### src/rtl/router_port_ctrl_if.sv
// -----------------------------------------------------------------------------
// router_port_ctrl_if
//
// Purpose:
//   Groups every non-clock, non-reset signal of the router output-port
//   controller. One side is the input FSM plus the three output FIFOs, and
//   the other side is router_port_ctrl.
//
// Signals (named from the controller's point of view):
//   detect_add      in   header-decode strobe; latch data_in as destination
//   data_in         in   destination address from the header byte
//   write_enb_reg   in   input FSM requests a byte write to the destination
//   read_enb        in   per-port downstream read enables
//   empty           in   per-port FIFO empty flags
//   full            in   per-port FIFO full flags
//   clr_sticky      in   clears timeout_sticky
//   write_enb       out  one-hot FIFO write enables
//   fifo_full       out  full flag of the latched destination
//   addr_valid      out  latched destination is a legal port
//   vld_out         out  per-port data-available flags
//   soft_reset      out  one-cycle per-port flush pulses
//   timeout_sticky  out  sticky record of flushes
//
// Modports:
//   slave   the controller itself
//   master  the surrounding logic (input FSM / FIFOs / testbench)
// -----------------------------------------------------------------------------
interface router_port_ctrl_if #(
    parameter int NUM_PORTS = 3,
    parameter int ADDR_W    = 2
);
    logic                 detect_add;
    logic [ADDR_W-1:0]    data_in;
    logic                 write_enb_reg;
    logic [NUM_PORTS-1:0] read_enb;
    logic [NUM_PORTS-1:0] empty;
    logic [NUM_PORTS-1:0] full;
    logic                 clr_sticky;

    logic [NUM_PORTS-1:0] write_enb;
    logic                 fifo_full;
    logic                 addr_valid;
    logic [NUM_PORTS-1:0] vld_out;
    logic [NUM_PORTS-1:0] soft_reset;
    logic [NUM_PORTS-1:0] timeout_sticky;

    modport slave (
        input  detect_add,
        input  data_in,
        input  write_enb_reg,
        input  read_enb,
        input  empty,
        input  full,
        input  clr_sticky,
        output write_enb,
        output fifo_full,
        output addr_valid,
        output vld_out,
        output soft_reset,
        output timeout_sticky
    );

    modport master (
        output detect_add,
        output data_in,
        output write_enb_reg,
        output read_enb,
        output empty,
        output full,
        output clr_sticky,
        input  write_enb,
        input  fifo_full,
        input  addr_valid,
        input  vld_out,
        input  soft_reset,
        input  timeout_sticky
    );
endinterface

### src/rtl/router_port_ctrl.sv
// -----------------------------------------------------------------------------
// router_port_ctrl
//
// Purpose:
//   Per-packet output-port controller of the mini-router. It has four jobs:
//   - Latches the destination address on every header.
//   - Steers the input FSM's write strobe to exactly one output FIFO.
//   - Reports per-port data-valid and the selected FIFO's full flag.
//   - Runs an independent read-timeout watchdog per port. When a port holds
//     unread data for TIMEOUT consecutive cycles, the watchdog pulses that
//     port's soft_reset so the FIFO flushes itself.
//
// Parameters:
//   NUM_PORTS  number of output FIFOs (legal addresses 0..NUM_PORTS-1)
//   ADDR_W     width of the destination address field
//   TIMEOUT    consecutive idle-valid cycles before a flush
//   CNT_W      timeout counter width, 2**CNT_W must exceed TIMEOUT
//
// Ports:
//   clock   system clock, all state updates on the rising edge
//   resetn  synchronous, active-low reset
//   bus     router_port_ctrl_if.slave, which carries all handshake and flag
//           signals
// -----------------------------------------------------------------------------
module router_port_ctrl #(
    parameter int NUM_PORTS = 3,
    parameter int ADDR_W    = 2,
    parameter int TIMEOUT   = 30,
    parameter int CNT_W     = 5
) (
    input  logic                 clock,
    input  logic                 resetn,
    router_port_ctrl_if.slave    bus
);

    // The address is zero-extended by one bit before the legality compare.
    // This keeps the compare correct even when NUM_PORTS == 2**ADDR_W.
    localparam logic [ADDR_W:0]  NUM_PORTS_EXT = NUM_PORTS[ADDR_W:0];
    localparam logic [CNT_W-1:0] TIMEOUT_LAST  = CNT_W'(TIMEOUT - 1);

    logic [ADDR_W-1:0]    dest;
    logic                 addr_valid_q;
    logic [NUM_PORTS-1:0] port_sel;

    logic [CNT_W-1:0]     idle_cnt [NUM_PORTS];
    logic [NUM_PORTS-1:0] idle;
    logic [NUM_PORTS-1:0] timeout_hit;
    logic [NUM_PORTS-1:0] soft_reset_q;
    logic [NUM_PORTS-1:0] timeout_sticky_q;

    // -------------------------------------------------------------------------
    // Destination latch
    // -------------------------------------------------------------------------
    always_ff @(posedge clock) begin
        if (!resetn) begin
            dest         <= '0;
            addr_valid_q <= 1'b0;
        end else if (bus.detect_add) begin
            dest         <= bus.data_in;
            addr_valid_q <= ({1'b0, bus.data_in} < NUM_PORTS_EXT);
        end
    end

    // -------------------------------------------------------------------------
    // Destination decode
    // -------------------------------------------------------------------------
    // port_sel is a one-hot copy of the latched destination. It is gated
    // with addr_valid, so an illegal address never selects a port. Both the
    // write steering and the full-flag mux use this one decode. This avoids
    // indexing full[] with an out-of-range address.
    always_comb begin
        port_sel = '0;
        for (int i = 0; i < NUM_PORTS; i++) begin
            port_sel[i] = addr_valid_q && (dest == ADDR_W'(i));
        end
    end

    // Steering uses the already-latched destination. A header and a write
    // in the same cycle therefore still go to the previous destination.
    // write_enb is not masked while a port is flushing, because the FIFO
    // itself gives soft_reset priority.
    assign bus.write_enb  = bus.write_enb_reg ? port_sel : '0;
    assign bus.fifo_full  = |(bus.full & port_sel);
    assign bus.addr_valid = addr_valid_q;
    assign bus.vld_out    = ~bus.empty;

    // -------------------------------------------------------------------------
    // Watchdog qualifiers
    // -------------------------------------------------------------------------
    // A port is idle when it holds data that nobody is reading. A timeout
    // fires on the edge that closes the TIMEOUT-th consecutive idle cycle.
    always_comb begin
        idle        = '0;
        timeout_hit = '0;
        for (int i = 0; i < NUM_PORTS; i++) begin
            idle[i]        = ~bus.empty[i] & ~bus.read_enb[i];
            timeout_hit[i] = idle[i] && (idle_cnt[i] == TIMEOUT_LAST);
        end
    end

    // -------------------------------------------------------------------------
    // Per-port timeout counters and flush pulse
    // -------------------------------------------------------------------------
    // Each counter restarts from zero after a flush. This guarantees another
    // full TIMEOUT idle cycles before the next pulse. Writes into the port do
    // not affect its counter; only reads or an empty FIFO clear it.
    always_ff @(posedge clock) begin
        if (!resetn) begin
            for (int i = 0; i < NUM_PORTS; i++) begin
                idle_cnt[i] <= '0;
            end
            soft_reset_q <= '0;
        end else begin
            for (int i = 0; i < NUM_PORTS; i++) begin
                if (timeout_hit[i]) begin
                    idle_cnt[i]     <= '0;
                    soft_reset_q[i] <= 1'b1;
                end else if (idle[i]) begin
                    idle_cnt[i]     <= idle_cnt[i] + 1'b1;
                    soft_reset_q[i] <= 1'b0;
                end else begin
                    idle_cnt[i]     <= '0;
                    soft_reset_q[i] <= 1'b0;
                end
            end
        end
    end

    // -------------------------------------------------------------------------
    // Sticky flush record
    // -------------------------------------------------------------------------
    // clr_sticky wipes the record. If a new timeout arrives in the same
    // cycle, that port's bit is still set.
    always_ff @(posedge clock) begin
        if (!resetn) begin
            timeout_sticky_q <= '0;
        end else begin
            timeout_sticky_q <= timeout_hit |
                                (timeout_sticky_q & {NUM_PORTS{~bus.clr_sticky}});
        end
    end

    assign bus.soft_reset     = soft_reset_q;
    assign bus.timeout_sticky = timeout_sticky_q;

endmodule

### src/flat_wrapper.sv
// flat-port wrapper written by rule: the top's interface ports become plain ports
module router_port_ctrl_flat 
#(
    parameter int NUM_PORTS = 3,
    parameter int ADDR_W    = 2,
    parameter int TIMEOUT   = 30,
    parameter int CNT_W     = 5
)
  (clock, resetn, bus_detect_add, bus_data_in, bus_write_enb_reg, bus_read_enb, bus_empty, bus_full, bus_clr_sticky, bus_write_enb, bus_fifo_full, bus_addr_valid, bus_vld_out, bus_soft_reset, bus_timeout_sticky);
  router_port_ctrl_if #(.NUM_PORTS(NUM_PORTS), .ADDR_W(ADDR_W)) bus_i ();
  input  logic clock;
  input  logic resetn;
  input wire logic [$bits(bus_i.detect_add)-1:0] bus_detect_add;
  input wire logic [$bits(bus_i.data_in)-1:0] bus_data_in;
  input wire logic [$bits(bus_i.write_enb_reg)-1:0] bus_write_enb_reg;
  input wire logic [$bits(bus_i.read_enb)-1:0] bus_read_enb;
  input wire logic [$bits(bus_i.empty)-1:0] bus_empty;
  input wire logic [$bits(bus_i.full)-1:0] bus_full;
  input wire logic [$bits(bus_i.clr_sticky)-1:0] bus_clr_sticky;
  output wire logic [$bits(bus_i.write_enb)-1:0] bus_write_enb;
  output wire logic [$bits(bus_i.fifo_full)-1:0] bus_fifo_full;
  output wire logic [$bits(bus_i.addr_valid)-1:0] bus_addr_valid;
  output wire logic [$bits(bus_i.vld_out)-1:0] bus_vld_out;
  output wire logic [$bits(bus_i.soft_reset)-1:0] bus_soft_reset;
  output wire logic [$bits(bus_i.timeout_sticky)-1:0] bus_timeout_sticky;
  assign bus_i.detect_add = bus_detect_add;
  assign bus_i.data_in = bus_data_in;
  assign bus_i.write_enb_reg = bus_write_enb_reg;
  assign bus_i.read_enb = bus_read_enb;
  assign bus_i.empty = bus_empty;
  assign bus_i.full = bus_full;
  assign bus_i.clr_sticky = bus_clr_sticky;
  assign bus_write_enb = bus_i.write_enb;
  assign bus_fifo_full = bus_i.fifo_full;
  assign bus_addr_valid = bus_i.addr_valid;
  assign bus_vld_out = bus_i.vld_out;
  assign bus_soft_reset = bus_i.soft_reset;
  assign bus_timeout_sticky = bus_i.timeout_sticky;
  router_port_ctrl #(.NUM_PORTS(NUM_PORTS), .ADDR_W(ADDR_W), .TIMEOUT(TIMEOUT), .CNT_W(CNT_W)) u_core (.clock(clock), .resetn(resetn), .bus(bus_i));
endmodule
### config.mk
export PLATFORM = sky130hd
export DESIGN_NAME = router_port_ctrl_flat
export DESIGN_NICKNAME = d
export VERILOG_FILES = /design/src/rtl/router_port_ctrl_if.sv /design/src/rtl/router_port_ctrl.sv /design/src/flat_wrapper.sv
export SDC_FILE = /design/constraint.sdc
export NUM_CORES = 1
export LEC_CHECK = 0
export BUFFER_PORTS_ARGS = -buffer_cell sky130_fd_sc_hd__buf_2
export CAP_MARGIN = 20
export CORE_MARGIN = 2
export CORE_UTILIZATION = 51
export DETAILED_ROUTE_END_ITERATION = 7
export GPL_ROUTABILITY_DRIVEN = 0
export GPL_TIMING_DRIVEN = 0
export PLACE_DENSITY = 0.77
export SLEW_MARGIN = 20
export SYNTH_ARGS = -nofsm -noshare
export SYNTH_HDL_FRONTEND = slang
export SYNTH_SLANG_ARGS = --single-unit
export TNS_END_PERCENT = 5
### constraint.sdc
create_clock -name clock -period 1.3 [get_ports clock]
set_input_delay 0.26 -clock clock [delete_from_list [all_inputs] [get_ports clock]]
set_output_delay 0.26 -clock clock [all_outputs]
set_load 0.1 [all_outputs]
After elaboration in Yosys (flattened, before gate mapping) --
Memories as Yosys holds them, arrays and structs flattened. Cells that the tools add are included. Widths: inputs -> output; s select.
Cells by class: order comparisons 1, reductions and logical operators 8, bitwise operators 23, muxes and demuxes 44, add/sub/neg operators 3, equal/unequal tests 5
Operators with widths (count):
- $mux 5 | 9
- $mux 1 | 34
- $add 5x1->5 const B | 3
- $eq 5x5->1 const B | 3
- $or 1x1->1 | 9
- $not 1->1 | 7
- $and 3x3->3 | 2
- $logic_and 1x1->1 | 6
- $and 1x1->1 | 3
- $mux 3 | 1
- $not 3->3 | 1
- $or 3x3->3 | 1
- $reduce_or 3->1 | 1
- $eq 2x1->1 const B | 1
- $eq 2x2->1 const B | 1
- $logic_not 2->1 | 1
- $lt 2x2->1 const B | 1
Word-level totals: memory bits (writable) 15, bits in registers 9, output and inout port bits 14, word-level logic and storage cells 89, memories 1, bits of input ports 16
Memories:
- u_core.idle_cnt | depth 3, width 5, rd ports 3, clocked after Yosys merged registers in 0, wr ports 3, RTL line router_port_ctrl.sv:45 | logic [CNT_W-1:0] idle_cnt [NUM_PORTS];

Logic depth before layout (Yosys ltp) --
word-level depth 9, gate-level depth with buffers 5, depth with buffers taken out 5

Worst setup path after synthesis --
No wires, ideal clock.
path type register to output, start point reg u_core.addr_valid_q (netlist: u_core.bus.addr_valid), end point out bus_write_enb[2], data arrival time 3.410 ns, required time 1.040 ns, path buffers 0, path slack -2.370 ns, cell stages (with the launch flop) 3, cells stage by stage dfxtp_1 nand2_1 nor3b_1
On the way: cells in the longest elaborated chain, start to end 2
RTL lines:
- start: declaration | RTL line router_port_ctrl.sv:42 | logic addr_valid_q;
- start signal: assignment | RTL line router_port_ctrl.sv:60 | addr_valid_q <= ({1'b0, bus.data_in} < NUM_PORTS_EXT);
- $logic_and 1x1->1 | RTL line router_port_ctrl.sv:74 | port_sel[i] = addr_valid_q && (dest == ADDR_W'(i));
- $mux 3 | RTL line router_port_ctrl.sv:82 | assign bus.write_enb = bus.write_enb_reg ? port_sel : '0;
- end: declaration | RTL line flat_wrapper.sv:20 | output wire logic [$bits(bus_i.write_enb)-1:0] bus_write_enb;
No other way between the ends.

Worst setup path in the final report --
start point reg u_core.dest[1], end point out bus_fifo_full
On the way: cells in the longest elaborated chain, start to end 4, elaborated cells between the ends (all ways) 8, classes of those cells eq/ne: 2; bitwise: 1; reduce/logical: 5
RTL lines:
- start: declaration | RTL line router_port_ctrl.sv:41 | logic [ADDR_W-1:0] dest;
- start signal: assignment | RTL line router_port_ctrl.sv:59 | dest <= bus.data_in;
- $eq 2x1->1, or another cell as far along | RTL line router_port_ctrl.sv:74
- $logic_and 1x1->1 | RTL line router_port_ctrl.sv:74
- $and 3x3->3 (*) | RTL line router_port_ctrl.sv:83 | assign bus.fifo_full = |(bus.full & port_sel);
- $reduce_or 3->1 (*) | RTL line router_port_ctrl.sv:83
- end: declaration | RTL line flat_wrapper.sv:21 | output wire logic [$bits(bus_i.fifo_full)-1:0] bus_fifo_full;
Mark *: on every way between the ends. The rest lies on a longest branch, timed or not.

==> metrics.md <==
| Metric | Value |
|---|---|
| Post-Syn Area | `0.00115 mm²` |
| Final Cycle Share | `116%` |
| Clock Latency Late Sink | `0.30 ns` |
| Post-synth EDFFs | `15` |
| Hold path cells | `2` |
| Finished Cell Area | `0.00157 mm²` |
| Cts bufs inserted | `3` |
| Global-route wire length before repair | `3360 µm` |
| Final worst path period need | `1.51 ns` |
| Worst-path maximum fanout | `6` |
| Dominant synthesized flop cell | `edfxtp_1` |
| Max_cap viols | `0` |
| Initial detailed-routing violation count | `9` |
| Vert. Die Dim | `51.4 µm` |
| Drc violations | `0` |
| Startpoint Class | `register` |
| Core area | `0.00217 mm²` |
| Combinational share of power | `16.8%` |
| Hold Crit Start | `bus_data_in[0]` |
| Power Dens Cells | `953 mW/mm²` |
| R2r endpoint | `u_core.idle_cnt[2][3]` |
| Hold Path End | `u_core.bus.addr_valid` |
| Status | `complete, but fails checks` |
| Row count | `17` |
| Setup violations, final | `4` |
| Synth Instances | `98` |
| Vias in the first global route | `800` |
| Layout area overhead | `37.2%` |
| Final slew viol count | `0` |
| Dpl cells | `168` |
| CTS tree | `yes` |
| Switch Pwr | `402 µW` |
| Grt ovf | `0` |
| Chip width | `51.4 µm` |
| Max Fclk | `662 MHz` |
| Initial core utilization | `52.9%` |
| Sequential area share after synthesis | `55.0%` |
| Worst r2r path cells | `5` |
| GR Util All Layers | `17.7%` |
| RSZ-0062 raised after global routing | `true` |
| Clk buf depth | `2` |
| Setup ws final | `-0.212 ns` |
| Setup CP Type | `register to output port` |
| Post-Layout Cell Count | `174` |
| Clock skew | `0.00609 ns` |
| Wirelength per Cell | `11.5 µm` |
| Clock slew at reported path FFs | `0.12 ns` |
| Hold Path Class | `input port to register` |
| Port bufs | `28` |
| Antenna cell count | `0` |
| Seq cells post-synth | `24` |
| Area of placed instances | `0.00142 mm²` |
| Final ANT Viol Nets | `0` |
| Die footprint | `0.00265 mm²` |
| Crit. Startpoint | `u_core.dest[1]` |
| Vias per cell | `4.82` |
| Number of antenna violations at the first check in global routing | `0` |
| RR Startpoint | `u_core.idle_cnt[2][1]` |
| VDD IR-drop max | `0.000579 V` |
| P_leak | `0.706 nW` |
| Routed vias | `838` |
| 1st-pass router iterations | `4` |
| CTS Sinks | `24` |
| Share of cells above drive strength 1 | `34.9%` |
| Failing checks | `setup timing` |
| Internal power | `1.10 mW` |
| Final Net Count | `169` |
| Final hold violations | `0` |
| Largest net degree at the start of global routing | `14` |
| Async SR Flop Fraction | `0%` |
| Flop pwr share | `58.2%` |
| Yosys cell types | `24` |
| Clock share of power | `25.0%` |
| R2R setup slack | `0.03 ns` |
| CP Capture Type | `output port` |
| Most frequent cells in the layout | `nor2_1, buf_2, edfxtp_1, conb_1, buf_4` |
| CTS root buf | `clkbuf_4` |
| Hold buffers post-CTS | `0` |
| Net switching fraction of the power | `26.8%` |
| Final WL | `2010 µm` |
| YS warnings | `0` |
| Crit path DAT | `1.25 ns` |
| Htree depth | `1` |
| Total power | `1.50 mW` |
| Worst EP required | `1.04 ns` |
| DP HPWL | `1350 µm` |
| Avg Inst Size Synth | `11.7 µm²` |
| Most common cell after layout, fill and taps aside | `nor2_1` |
| IO Pins | `30` |
## per-stage QoR
stage	setup slack (ns)	setup TNS [ns]	hold WS [ns]	utilization (%)
final	-0.212	-0.732	0.133	72.5
after global routing	-0.269	-1.73	0.119	72.5
after CTS	-0.276	-0.837	0.109	71.4
after detailed placement	-0.251	-0.510	0.437	65.5
after global placement	-0.230	-0.434	0.430	65.5
after floorplan	-0.484	-1.73	0.334	-
## state kept, by name, indices dropped and copies added, names as in the netlist
name / cells
u_core.bus.addr_valid: 1
u_core.bus.soft_reset: 3
u_core.bus.timeout_sticky: 3
u_core.dest: 2
u_core.idle_cnt: 15
## per-layer routing
layer / track usage [%] / wire length [µm]
met1: 20.3 / 836
met2: 31.0 / 1080
met5: 0 / 0
met3: 3.51 / 69
met4: 9.21 / 16
## power by group through the flow
stage	Sequential, mW	Combinational, mW	Clock [mW]
5_1_grt	0.877	0.272	0.424
6_report	0.872	0.252	0.375
3_3_place_gp	0.889	0.216	0
2_1_floorplan	0.903	0.147	0
3_5_place_dp	0.891	0.218	0
4_1_cts	0.874	0.240	0.402
## cell usage after synthesis, drive strengths merged (3+ instances only)
library cell	n	area share, %
nor2b	3	1.6
dfxtp	9	16
xor2	6	4.6
xnor2	3	2.3
nor2	18	5.9
nand3	9	3.9
a21o	3	2.0
nor4b	3	5.5
inv	6	2.0
ha	6	6.5
nand4	3	2.7
edfxtp	15	39
mux2i	3	2.6
## worst max-delay path, cell delays in order, from the launching register on
cell	delay, ns
dfxtp_4	0.40
mux2i_1	0.18
o21ai_1	0.07
and2_4	0.14
buf_12	0.16
## kinds of logic after synthesis
| kind of cell | after synthesis | share of synthesized area [%] |
|---|---|---|
| simple gates | 42 | 22.9 |
| flops | 24 | 55.0 |
| xor+xnor | 9 | 6.87 |
| buf+inv | 7 | 2.40 |
| fa+ha+maj | 6 | 6.54 |
| compound gates | 6 | 3.38 |
| mux | 3 | 2.62 |
| other cells | 1 | 0.327 |
## cell type report
cell class	count	area [µm²]
Sequential cell	24	642
Multi-Input combinational cell	81	601
Fill cell	165	596
Timing Repair Buffer	30	233
Clock buffer	4	36.3
Tap cell	28	35.0
Inverter	6	22.5
Buffer	1	5.00
## worst max path at each step
stage,slack (ns),end
2_1_floorplan,-0.48,bus_write_enb[1]
3_3_place_gp,-0.23,bus_fifo_full
3_5_place_dp,-0.25,bus_fifo_full
4_1_cts,-0.28,bus_fifo_full
5_1_grt,-0.27,bus_fifo_full
6_report,-0.21,bus_fifo_full
## timing repair
action                     4_1_cts  5_1_grt
setup endpoints to repair       21       23
resized for setup               29        4
pin swaps                        1        4
buffers inserted                 0        2
Note: power is estimated with default switching activity, not from simulation.
